<file path="config.mk">
export PLATFORM = sky130hd
export DESIGN_NAME = pipeline_sequencer
export DESIGN_NICKNAME = d
export VERILOG_FILES = /design/src/rtl/pipeline_sequencer.sv
export SDC_FILE = /design/constraint.sdc
export NUM_CORES = 1
export LEC_CHECK = 0
export ABC_AREA = 1
export BUFFER_PORTS_ARGS = -buffer_cell sky130_fd_sc_hd__buf_2
export CAP_MARGIN = 20
export CORE_MARGIN = 2
export CORE_UTILIZATION = 61
export DETAILED_ROUTE_END_ITERATION = 6
export PLACE_DENSITY = 0.85
export SLEW_MARGIN = 25
export SYNTH_ARGS = -nofsm -noshare
export SYNTH_HDL_FRONTEND = slang
export SYNTH_SLANG_ARGS = --single-unit
</file>
<file path="constraint.sdc">
create_clock -name clk -period 2.3 [get_ports clk]
set_input_delay 0.46 -clock clk [delete_from_list [all_inputs] [get_ports clk]]
set_output_delay 0.46 -clock clk [all_outputs]
set_load 0.005 [all_outputs]
</file>
<file path="src/rtl/pipeline_sequencer.sv">
// Sequencer for a multi-cycle, non-overlapped pipeline: one-hot stage strobes,
// memory request handshake, memory-wait watchdog, retire counter and halt control.
module pipeline_sequencer #(
    parameter int DATA_WIDTH  = 32,
    parameter int MEM_TIMEOUT = 255
) (
    input  logic                  clk,
    input  logic                  reset,
    input  logic                  run,
    input  logic                  haltRequest,
    input  logic                  load_in,
    input  logic                  store_in,
    input  logic                  memReady,
    output logic                  fetch_RequestState,
    output logic                  fetch_ReceiveState,
    output logic                  decodeState,
    output logic                  setupState,
    output logic                  executeState,
    output logic                  memReadState,
    output logic                  writebackState,
    output logic                  memRequest,
    output logic                  memWrite,
    output logic                  instructionRetired,
    output logic [DATA_WIDTH-1:0] retiredCount,
    output logic                  halted,
    output logic                  memTimeout
);

    localparam logic [3:0] S_IDLE       = 4'd0;
    localparam logic [3:0] S_FETCH_REQ  = 4'd1;
    localparam logic [3:0] S_FETCH_RECV = 4'd2;
    localparam logic [3:0] S_DECODE     = 4'd3;
    localparam logic [3:0] S_SETUP      = 4'd4;
    localparam logic [3:0] S_EXECUTE    = 4'd5;
    localparam logic [3:0] S_MEMREAD    = 4'd6;
    localparam logic [3:0] S_WRITEBACK  = 4'd7;
    localparam logic [3:0] S_HALT       = 4'd8;
    localparam logic [3:0] S_FAULT      = 4'd9;

    // Last waiting cycle that may still complete; one more miss faults.
    localparam logic [7:0] WAIT_LAST = 8'(MEM_TIMEOUT - 1);

    logic [3:0]            state_q, state_d;
    logic [7:0]            wait_cnt_q, wait_cnt_d;
    logic                  store_q, store_d;
    logic [DATA_WIDTH-1:0] retired_cnt_q, retired_cnt_d;
    logic [10:0]           out_q, out_d;
    logic                  wait_expired_s;

    // Output vector {FR, FRECV, DEC, SETUP, EXE, MEMRD, WB, memRequest, memWrite, halted, memTimeout}.
    function automatic logic [10:0] decode_outputs(input logic [3:0] st, input logic is_store);
        logic [10:0] o;
        o = 11'b000_0000_0000;
        case (st)
            S_FETCH_REQ:  o = 11'b100_0000_1000;
            S_FETCH_RECV: o = 11'b010_0000_1000;
            S_DECODE:     o = 11'b001_0000_0000;
            S_SETUP:      o = 11'b000_1000_0000;
            S_EXECUTE:    o = 11'b000_0100_0000;
            S_MEMREAD: begin
                o    = 11'b000_0010_1000;
                o[2] = is_store;
            end
            S_WRITEBACK:  o = 11'b000_0001_0000;
            S_HALT:       o = 11'b000_0000_0010;
            S_FAULT:      o = 11'b000_0000_0011;
            default:      o = 11'b000_0000_0000;
        endcase
        return o;
    endfunction

    assign wait_expired_s = (wait_cnt_q == WAIT_LAST);

    // Next-state, watchdog, access-type latch and retire-count logic.
    always_comb begin
        state_d       = state_q;
        wait_cnt_d    = wait_cnt_q;
        store_d       = store_q;
        retired_cnt_d = retired_cnt_q;
        case (state_q)
            S_IDLE: begin
                if (run) state_d = S_FETCH_REQ;
                else     state_d = S_IDLE;
            end
            S_FETCH_REQ: begin
                state_d    = S_FETCH_RECV;
                wait_cnt_d = 8'd0;
            end
            S_FETCH_RECV: begin
                if (memReady)            state_d = S_DECODE;
                else if (wait_expired_s) state_d = S_FAULT;
                else                     wait_cnt_d = wait_cnt_q + 8'd1;
            end
            S_DECODE: state_d = S_SETUP;
            S_SETUP:  state_d = S_EXECUTE;
            S_EXECUTE: begin
                // Load wins when both flags are set.
                store_d = store_in & ~load_in;
                if (load_in | store_in) begin
                    state_d    = S_MEMREAD;
                    wait_cnt_d = 8'd0;
                end else begin
                    state_d = S_WRITEBACK;
                end
            end
            S_MEMREAD: begin
                if (memReady)            state_d = S_WRITEBACK;
                else if (wait_expired_s) state_d = S_FAULT;
                else                     wait_cnt_d = wait_cnt_q + 8'd1;
            end
            S_WRITEBACK: begin
                retired_cnt_d = retired_cnt_q + DATA_WIDTH'(1);
                if (haltRequest) state_d = S_HALT;
                else if (!run)   state_d = S_IDLE;
                else             state_d = S_FETCH_REQ;
            end
            S_HALT:  state_d = S_HALT;
            S_FAULT: state_d = S_FAULT;
            default: state_d = S_IDLE;
        endcase
        out_d = decode_outputs(state_d, store_d);
    end

    // State, counters and registered output strobes.
    always_ff @(posedge clk or negedge reset) begin
        if (!reset) begin
            state_q       <= S_IDLE;
            wait_cnt_q    <= 8'd0;
            store_q       <= 1'b0;
            retired_cnt_q <= '0;
            out_q         <= 11'b000_0000_0000;
        end else begin
            state_q       <= state_d;
            wait_cnt_q    <= wait_cnt_d;
            store_q       <= store_d;
            retired_cnt_q <= retired_cnt_d;
            out_q         <= out_d;
        end
    end

    assign fetch_RequestState = out_q[10];
    assign fetch_ReceiveState = out_q[9];
    assign decodeState        = out_q[8];
    assign setupState         = out_q[7];
    assign executeState       = out_q[6];
    assign memReadState       = out_q[5];
    assign writebackState     = out_q[4];
    assign memRequest         = out_q[3];
    assign memWrite           = out_q[2];
    assign instructionRetired = out_q[4];
    assign halted             = out_q[1];
    assign memTimeout         = out_q[0];
    assign retiredCount       = retired_cnt_q;

endmodule

</file>
# ---- Yosys cells after proc, flatten, opt, wreduce, memory -nomap -nowiden
# Cells that the tools add are included.
dict set report op_classes {
  reduce_logical 4
  addsub 2
  bitwise 3
  n_mux 13
  n_eq_ne 22
}
# op n
set op_table {}
lappend op_table {{one-hot mux 11 bit (9 select lines)} 1}
lappend op_table {{one-hot mux 4 bit (10 select lines)} 1}
lappend op_table {{adder 32 x 1 -> 32 bit, second input constant} 1}
lappend op_table {{equality test 4 x 3 -> 1 bit, second input constant} 8}
lappend op_table {{2-to-1 mux 8 bit} 3}
lappend op_table {{one-hot mux 8 bit (3 select lines)} 1}
lappend op_table {{equality test 4 x 2 -> 1 bit, second input constant} 4}
lappend op_table {{equality test 4 bit, second input constant} 4}
lappend op_table {{2-to-1 mux 4 bit} 4}
lappend op_table {{adder 8 x 1 -> 8 bit, second input constant} 1}
lappend op_table {{equality test 4 x 1 -> 1 bit, second input constant} 2}
lappend op_table {{equality test 8 bit, second input constant} 1}
lappend op_table {{!= test 2 bit, second input constant} 3}
lappend op_table {{logical NOT 4 bit} 1}
lappend op_table {{AND reduction 4 bit} 1}
lappend op_table {{2-to-1 mux 1 bit} 3}
lappend op_table {{nonzero test 3 bit} 1}
lappend op_table {{OR reduction 2 bit} 1}
lappend op_table {{AND 1 bit} 1}
lappend op_table {{NOT 1 bit} 1}
lappend op_table {{OR 1 bit} 1}
dict set report totals {
  in_bits 7
  regBits 56
}

# ---- Longest topological paths before layout
# Gate-level depths: netlist of the first run.
dict set report logic_depth {
  ltp_word 6
  mapped_depth 10
}

# ---- Least setup slack after synthesis of the first run
# No wires, ideal clock.
dict set report synth_path {
  path_kind {register to register}
  startpoint {register wait_cnt_q[0]}
  endpoint {register out_q[5]}
  t_arrival_ns 1.323
  setup_slack_ns 0.861
  setup_ns 0.116
  stages_incl_launch_ff 10
  cell_sequence {dfrtp_1 -> inv_1 -> ha_1 -> inv_1 -> nor2_1 -> nand3_1 -> a21oi_2 -> inv_1 -> nand2_1 -> inv_1}
}
dict set report synth_between {
  elab_chain_cells 6
}
# element line_no
set synth_lines {}
lappend synth_lines {{start: declaration} 44} ;# logic [7:0] wait_cnt_q, wait_cnt_d;
lappend synth_lines {{start signal: assignment} 134} ;# wait_cnt_q <= wait_cnt_d;
lappend synth_lines {{equality test 8 bit (*)} 72} ;# assign wait_expired_s = (wait_cnt_q == WAIT_LAST);
lappend synth_lines {{2-to-1 mux 4 bit (*)} {91, 108}}
lappend synth_lines {{2-to-1 mux 4 bit, on equally long branches} {107, 90}}
lappend synth_lines {{one-hot mux 4 bit (10 select lines) (*)} 80} ;# case (state_q)
lappend synth_lines {{net state_d[2]} 43} ;# logic [3:0] state_q, state_d;
lappend synth_lines {{equality test 4 bit, or another cell as far along} 54} ;# case (st)
lappend synth_lines {{one-hot mux 11 bit (9 select lines) (*)} 54}
lappend synth_lines {{net out_d[5]} 47} ;# logic [10:0] out_q, out_d;
lappend synth_lines {{end signal: assignment} 137} ;# out_q <= out_d;
lappend synth_lines {{end: declaration} 47}
# The timed path passes the listed nets; every way through them passes the cells marked *.
# A chain may end at the register's enable or synchronous reset.

# ---- Worst setup path after layout of the first run
dict set report layout_path {
  startpoint {register wait_cnt_q[0]}
  endpoint {register wait_cnt_q[7]}
}
dict set report layout_between {
  elab_chain_cells 4
}
# element line_no
set layout_lines {}
lappend layout_lines {{adder 8 x 1 -> 8 bit} {92, 109}}
lappend layout_lines {{2-to-1 mux 8 bit} {91, 108}}
lappend layout_lines {{2-to-1 mux 8 bit} 107} ;# if (memReady) state_d = S_WRITEBACK;
lappend layout_lines {{one-hot mux 8 bit (3 select lines)} 80}
# Parallel ways exist; a longest one is shown, timed or not. The select of a mux whose other input is x is not followed.

==> results.json, run 1 <==
{
  "outcome": "finished clean",
  "slew_headroom": 0.620,
  "drc": 0,
  "startpoint_type": "flop",
  "die_w_um": 76.9,
  "synth_top_area_share": 0.432,
  "detail-route-antenna-nets": 0,
  "cts.sinks": 56,
  "setup_tns_ns": 0,
  "crit_required_ns": 2.50,
  "synth_fp_nets": 470,
  "rows": 26,
  "cts_resized": 0,
  "io_pins": 51,
  "cts_setup_buffers": 0,
  "power_mw": 2.62,
  "wl_mm": 7.13,
  "dp_cells": 575,
  "met3_length_um": 386,
  "fin_skew_ns": 0.00438,
  "drt_iter0_drc": 181,
  "arrival_ns": 1.99,
  "syn_area_um2": 3240,
  "wl_met2_mm": 3.51,
  "synth_cell_types": 29,
  "cts_buffers": 5,
  "cts.reportedPaths.clkPinSlew_ns": 0.10,
  "powerDensity_nw_per_um2": 713,
  "layoutNonFillerInstCount": 583,
  "clk_path_buf_depth": 2,
  "synth_edf_count": 0,
  "setup_viol": 0,
  "syn_area_per_cell_um2": 7.05,
  "nets": 522,
  "rsz0062_at_grt": "no",
  "place_ws_ns": 0.545,
  "overflow": 0,
  "drive_gt1_frac": 0.154,
  "endpoint_kind": "flop",
  "period_needed_ns": 1.79,
  "yosysSeqAreaShare": 0.432,
  "regToRegStartpoint": "wait_cnt_q[0]$_DFFE_PN0P_",
  "synth_cells": 460,
  "async_reset_ff_frac": 1.00,
  "worst_pin_slew_ns": 0.570,
  "ys.flop_type": "dfrtp_1",
  "r2r_slack_ns": 0.51,
  "yosysTopAreaCell": "dfrtp_1",
  "synth_commonest_cells": "nand2_1 (197), nor2_1 (66), dfrtp_1 (56)",
  "ys_ff_latch": 56,
  "dr.pass1.iters": 5,
  "grt_first_pass_wirelength_mm": 12.5,
  "finalMaxSlewViolations": 0,
  "h-tree-depth": 2,
  "via_per_inst": 5.26,
  "dieArea_um2": 5920,
  "path_max_fanout": 12,
  "antenna_cells": 0,
  "root_buffer": "clkbuf_8",
  "finalInstanceArea_um2": 3670,
  "clk_latency_ns": 0.31,
  "track_usage": 0.259,
  "cts_tree": "built",
  "yosysWarnings": 0,
  "dp_hpwl_mm": 5.49,
  "hold_slack_ns": 0.134,
  "cts_hold_buf": 0,
  "hp-class": "input port to async pin",
  "top_layer": "met4",
  "gp_congestion": 1.01,
  "placed_cell_area_um2": 3560,
  "p_leak_nw": 1.97,
  "yosysMostFrequentCell": "nand2_1",
  "io_buffer_count": 50,
  "die-height_um": 76.9,
  "initial_core_util": 0.635,
  "wl_met1_mm": 2.96,
  "core_area_um2": 5110,
  "finalHoldViolations": 0,
  "utilization": 0.719,
  "path_class": "flop to flop",
  "fillers": 435,
  "area_growth_pct": 13.2,
  "grt_pass1_vias": 2914,
  "r2r_end": "wait_cnt_q[7]$_DFFE_PN0P_",
  "max-cap-violations": 0,
  "vias": 3066,
  "fin_crit_sh": 0.776,
  "max_freq_mhz": 560,
  "grt_max_degree": 33,
  "synth.area.top_cells": "dfrtp_1 (43%), nand2_1 (23%), nor2_1 (7.6%)",
  "ir_worst_vdd_uv": 591,
  "avgRoutedWirePerCell_um": 12.2,
  "antenna_found_initial": 0,
  "reg2reg_depth": 10,
  "worst_slack_ns": 0.514
}
kinds of logic after synthesis:
logic type	share of synthesized area
buffers and inverters	0.0675
flip-flops	0.432
adder cells (fa/ha/maj)	0.0116
XOR/XNOR	0.0459
AO/OA/AOI/OAI	0.0247
AND/OR/NAND/NOR	0.418
area by class of cell:
cell class,count,area [µm²],area share
inverters,47,176,0.0481
flip-flops and latches,56,1400,0.382
clock buffers,6,72.6,0.0198
multi-input cells,351,1620,0.442
repair buffers,51,270,0.0736
well taps,70,87.6,0.0239
clock inverters,2,38.8,0.0106
worst max-delay path, stage by stage (launching register included):
cell     delay, ns
dfrtp_1       0.42
inv_1         0.11
ha_1          0.20
inv_1         0.05
nor2_1        0.06
nand3_1       0.08
nand2_1       0.06
nor2_2        0.39
inv_2         0.15
nand2_1       0.09
o21ai_1       0.06
registers in the layout, summed over array words and instances, names as in the netlist:
register,flops
wait_cnt_q,8
store_q,1
out_q,11
retiredCount,32
state_q,4
routing by layer:
layer | vias up | track usage
li1 | 1521 | -
met1 | 1418 | 0.311
met2 | 102 | 0.451
met3 | 25 | 0.0412
met4 | 0 | 0.129
met5 | - | 0
cell usage in the layout, fill, tap and decap left out, drive strengths merged:
master  synthesis  layout
clkbuf          1       6
buf             5      51
o22ai           1       1
nand4           7       7
inv            47      48
xor2           10      10
nor3            2       2
xnor2           7       7
and2            1       1
ha              3       3
nand3          17      17
nor2           75      75
o21ai          10      10
nand2         201     201
a21oi           4       4
dfrtp          56      56
nand3b         13      13
bufinv          0       1
where the power goes:
group / switching [mW] / internal (mW)
Combinational: 0.490 / 0.230
Clock: 0.322 / 0.330
Sequential: 0.126 / 1.12
worst max path at each step:
stage | to | slack [ns] | startpoint
after CTS | wait_cnt_q[7]$_DFFE_PN0P_ | 0.53 | wait_cnt_q[0]$_DFFE_PN0P_
after global routing | wait_cnt_q[7]$_DFFE_PN0P_ | 0.35 | wait_cnt_q[0]$_DFFE_PN0P_
after global placement | wait_cnt_q[7]$_DFFE_PN0P_ | 0.63 | wait_cnt_q[0]$_DFFE_PN0P_
final | wait_cnt_q[7]$_DFFE_PN0P_ | 0.51 | wait_cnt_q[0]$_DFFE_PN0P_
after detailed placement | wait_cnt_q[7]$_DFFE_PN0P_ | 0.55 | wait_cnt_q[0]$_DFFE_PN0P_
after floorplan | out_q[5]$_DFF_PN0_ | 0.86 | wait_cnt_q[0]$_DFFE_PN0P_
(Power assumes the default switching activity.)
==> inputs of run 2 (changes only) <==
--- a/config.mk
+++ b/config.mk
@@ -9,9 +9,9 @@
 export BUFFER_PORTS_ARGS = -buffer_cell sky130_fd_sc_hd__buf_2
 export CAP_MARGIN = 20
 export CORE_MARGIN = 2
-export CORE_UTILIZATION = 61
+export CORE_UTILIZATION = 51
 export DETAILED_ROUTE_END_ITERATION = 6
-export PLACE_DENSITY = 0.85
+export PLACE_DENSITY = 0.76
 export SLEW_MARGIN = 25
 export SYNTH_ARGS = -nofsm -noshare
 export SYNTH_HDL_FRONTEND = slang
==> constraint.sdc (replaced) <==
create_clock -name clk -period 1.6 [get_ports clk]
set_input_delay 0.32 -clock clk [delete_from_list [all_inputs] [get_ports clk]]
set_output_delay 0.32 -clock clk [all_outputs]
set_load 0.005 [all_outputs]
==> results.json, run 2 (synthesized netlist as in run 1, its figures left out) <==
{
  "p_leak_nw": 2.04,
  "hp-class": "input port to async pin",
  "cpMaxStageDelayCell": "dfrtp_1",
  "avgRoutedWirePerCell_um": 12.4,
  "io_pins": 51,
  "vias": 3007,
  "dp_hpwl_mm": 5.58,
  "h-tree-depth": 2,
  "arrival_ns": 1.75,
  "clk_path_buf_depth": 2,
  "antenna_cells": 0,
  "setup_viol": 0,
  "p_switching_mw": 1.41,
  "cts.reportedPaths.clkPinSlew_ns": 0.09,
  "regArea_um2": 1400,
  "initial_core_util": 0.520,
  "path_class": "flop to flop",
  "nets": 536,
  "wl_mm": 7.51,
  "grt_max_degree": 57,
  "fin_skew_ns": 0.00502,
  "worst_pin_slew_ns": 0.321,
  "power_frac_seq": 0.458,
  "max-cap-violations": 0,
  "drt_iter0_drc": 170,
  "largest_reg_flops": 32,
  "utilization": 0.610,
  "dr.pass1.iters": 4,
  "gp_congestion": 0.926,
  "track_usage": 0.223,
  "outcome": "finished with violations",
  "die_w_um": 83.8,
  "max_freq_mhz": 645,
  "place_ws_ns": -0.0603,
  "via_per_inst": 4.99,
  "ir_worst_vdd_uv": 915,
  "slew_headroom": 0.785,
  "area_growth_pct": 17.4,
  "final_common_cell": "nand2_1",
  "cts_tree": "built",
  "hold_slack_ns": -0.0130,
  "powerDensity_nw_per_um2": 1020,
  "intPower_mw": 2.49,
  "netSwitchingFraction": 0.361,
  "period_needed_ns": 1.55,
  "detail-route-antenna-nets": 0,
  "path_max_fanout": 6,
  "worst_slack_ns": 0.0491,
  "path_cells": "inv_1 -> ha_1 -> inv_1 -> nor2_4 -> nand3_1 -> nand2_1 -> nor2_4 -> buf_4 -> nand2_1 -> o21ai_1",
  "grt_first_pass_wirelength_mm": 12.6,
  "endpoint_kind": "flop",
  "fin_crit_sh": 0.969,
  "core_area_um2": 6240,
  "drc": 0,
  "finalMaxSlewViolations": 0,
  "antenna_found_initial": 0,
  "dieArea_um2": 7020,
  "violations": "hold timing",
  "drive_gt1_frac": 0.196,
  "die-height_um": 83.8,
  "crit_required_ns": 1.80,
  "fillers": 574,
  "grt_pass1_vias": 2767,
  "cts_buffers": 5,
  "final_cell_mix": "nand2_1 (196), nor2_1 (61), dfrtp_1 (55)",
  "overflow": 0,
  "cts.sinks": 56,
  "finalHoldViolations": 29,
  "startpoint_type": "flop",
  "io_buffer_count": 50,
  "rows": 29,
  "combPwrFrac": 0.329,
  "root_buffer": "clkbuf_8",
  "clk_latency_ns": 0.31,
  "clkPwrFrac": 0.213,
  "multi_input_area_um2": 1660,
  "crit_path_max_incr_delay_ns": 0.39
}
-- run 2: cell count changes in the layout (fill, tap and decap cells not counted), sizes merged --
| cell | change |
|---|---|
| buf | +14 |
| bufinv | -1 |
| clkbuf | +1 |
| inv | -1 |
-- run 2: per-layer routing --
metal,wire length [µm],track usage,up-vias
met5,0,0,-
met4,204,0.0909,0
met3,352,0.0366,20
met2,3660,0.380,90
met1,3290,0.281,1352
li1,-,-,1545
-- run 2: worst max-delay path: cells and delay by family (launching register included) --
family                     cells  cell delay, ns
and+or+nand+nor                5            0.56
DFF                            1            0.39
buffers and inverters          3            0.28
adders and majority gates      1            0.15
AOI/OAI and AO/OA              1            0.07
-- run 2: layout make-up --
type | count | area share
repair buffers | 65 | 0.0986
well taps | 77 | 0.0253
multi-input cells | 351 | 0.436
flip-flops and latches | 56 | 0.368
clock buffers | 7 | 0.0253
inverters | 47 | 0.0463
-- run 2: what timing repair did --
action / 4_1_cts / 5_1_grt
pin swaps: 0 / 2
setup endpoints to repair: 5 / 18
hold buffers: 0 / 0
setup buffers: 0 / 5
gates resized for setup: 1 / 11
-- run 2: power groups by stage --
stage | clock [mW] | sequential, mW | combinational [mW]
after floorplan | 0 | 1.78 | 0.744
after detailed placement | 0 | 1.81 | 1.16
final | 0.829 | 1.79 | 1.28
after global routing | 0.899 | 1.81 | 1.42
after global placement | 0 | 1.80 | 1.14
after CTS | 0.852 | 1.78 | 1.18
-- run 2: path summary, 6_finish.rpt --
check	from	endpoint	slack, ns	depth (start not counted)
max	wait_cnt_q[0]$_DFFE_PN0P_	wait_cnt_q[4]$_DFFE_PN0P_	0.05	10
min	reset	retiredCount[8]$_DFFE_PN0N_	-0.01	2
max reg2reg	wait_cnt_q[0]$_DFFE_PN0P_	wait_cnt_q[4]$_DFFE_PN0P_	0.05	10
min reg2reg	retiredCount[5]$_DFFE_PN0N_	retiredCount[5]$_DFFE_PN0N_	0.52	1
max in group asynchronous	reset	state_q[1]$_DFF_PN0_	1.34	2
min in group clk	run	out_q[10]$_DFF_PN0_	0.31	3
-- run 2: through the flow --
stage | power, mW | instances | instance area, µm² | setup TNS [ns]
after global routing | 4.13 | 603 | 3810 | -0.0757
after floorplan | 2.53 | 460 | 3240 | 0
after detailed placement | 2.96 | 591 | 3640 | -0.166
final | 3.90 | 603 | 3810 | 0
after CTS | 3.81 | 598 | 3740 | 0
after global placement | 2.94 | 591 | 3640 | 0
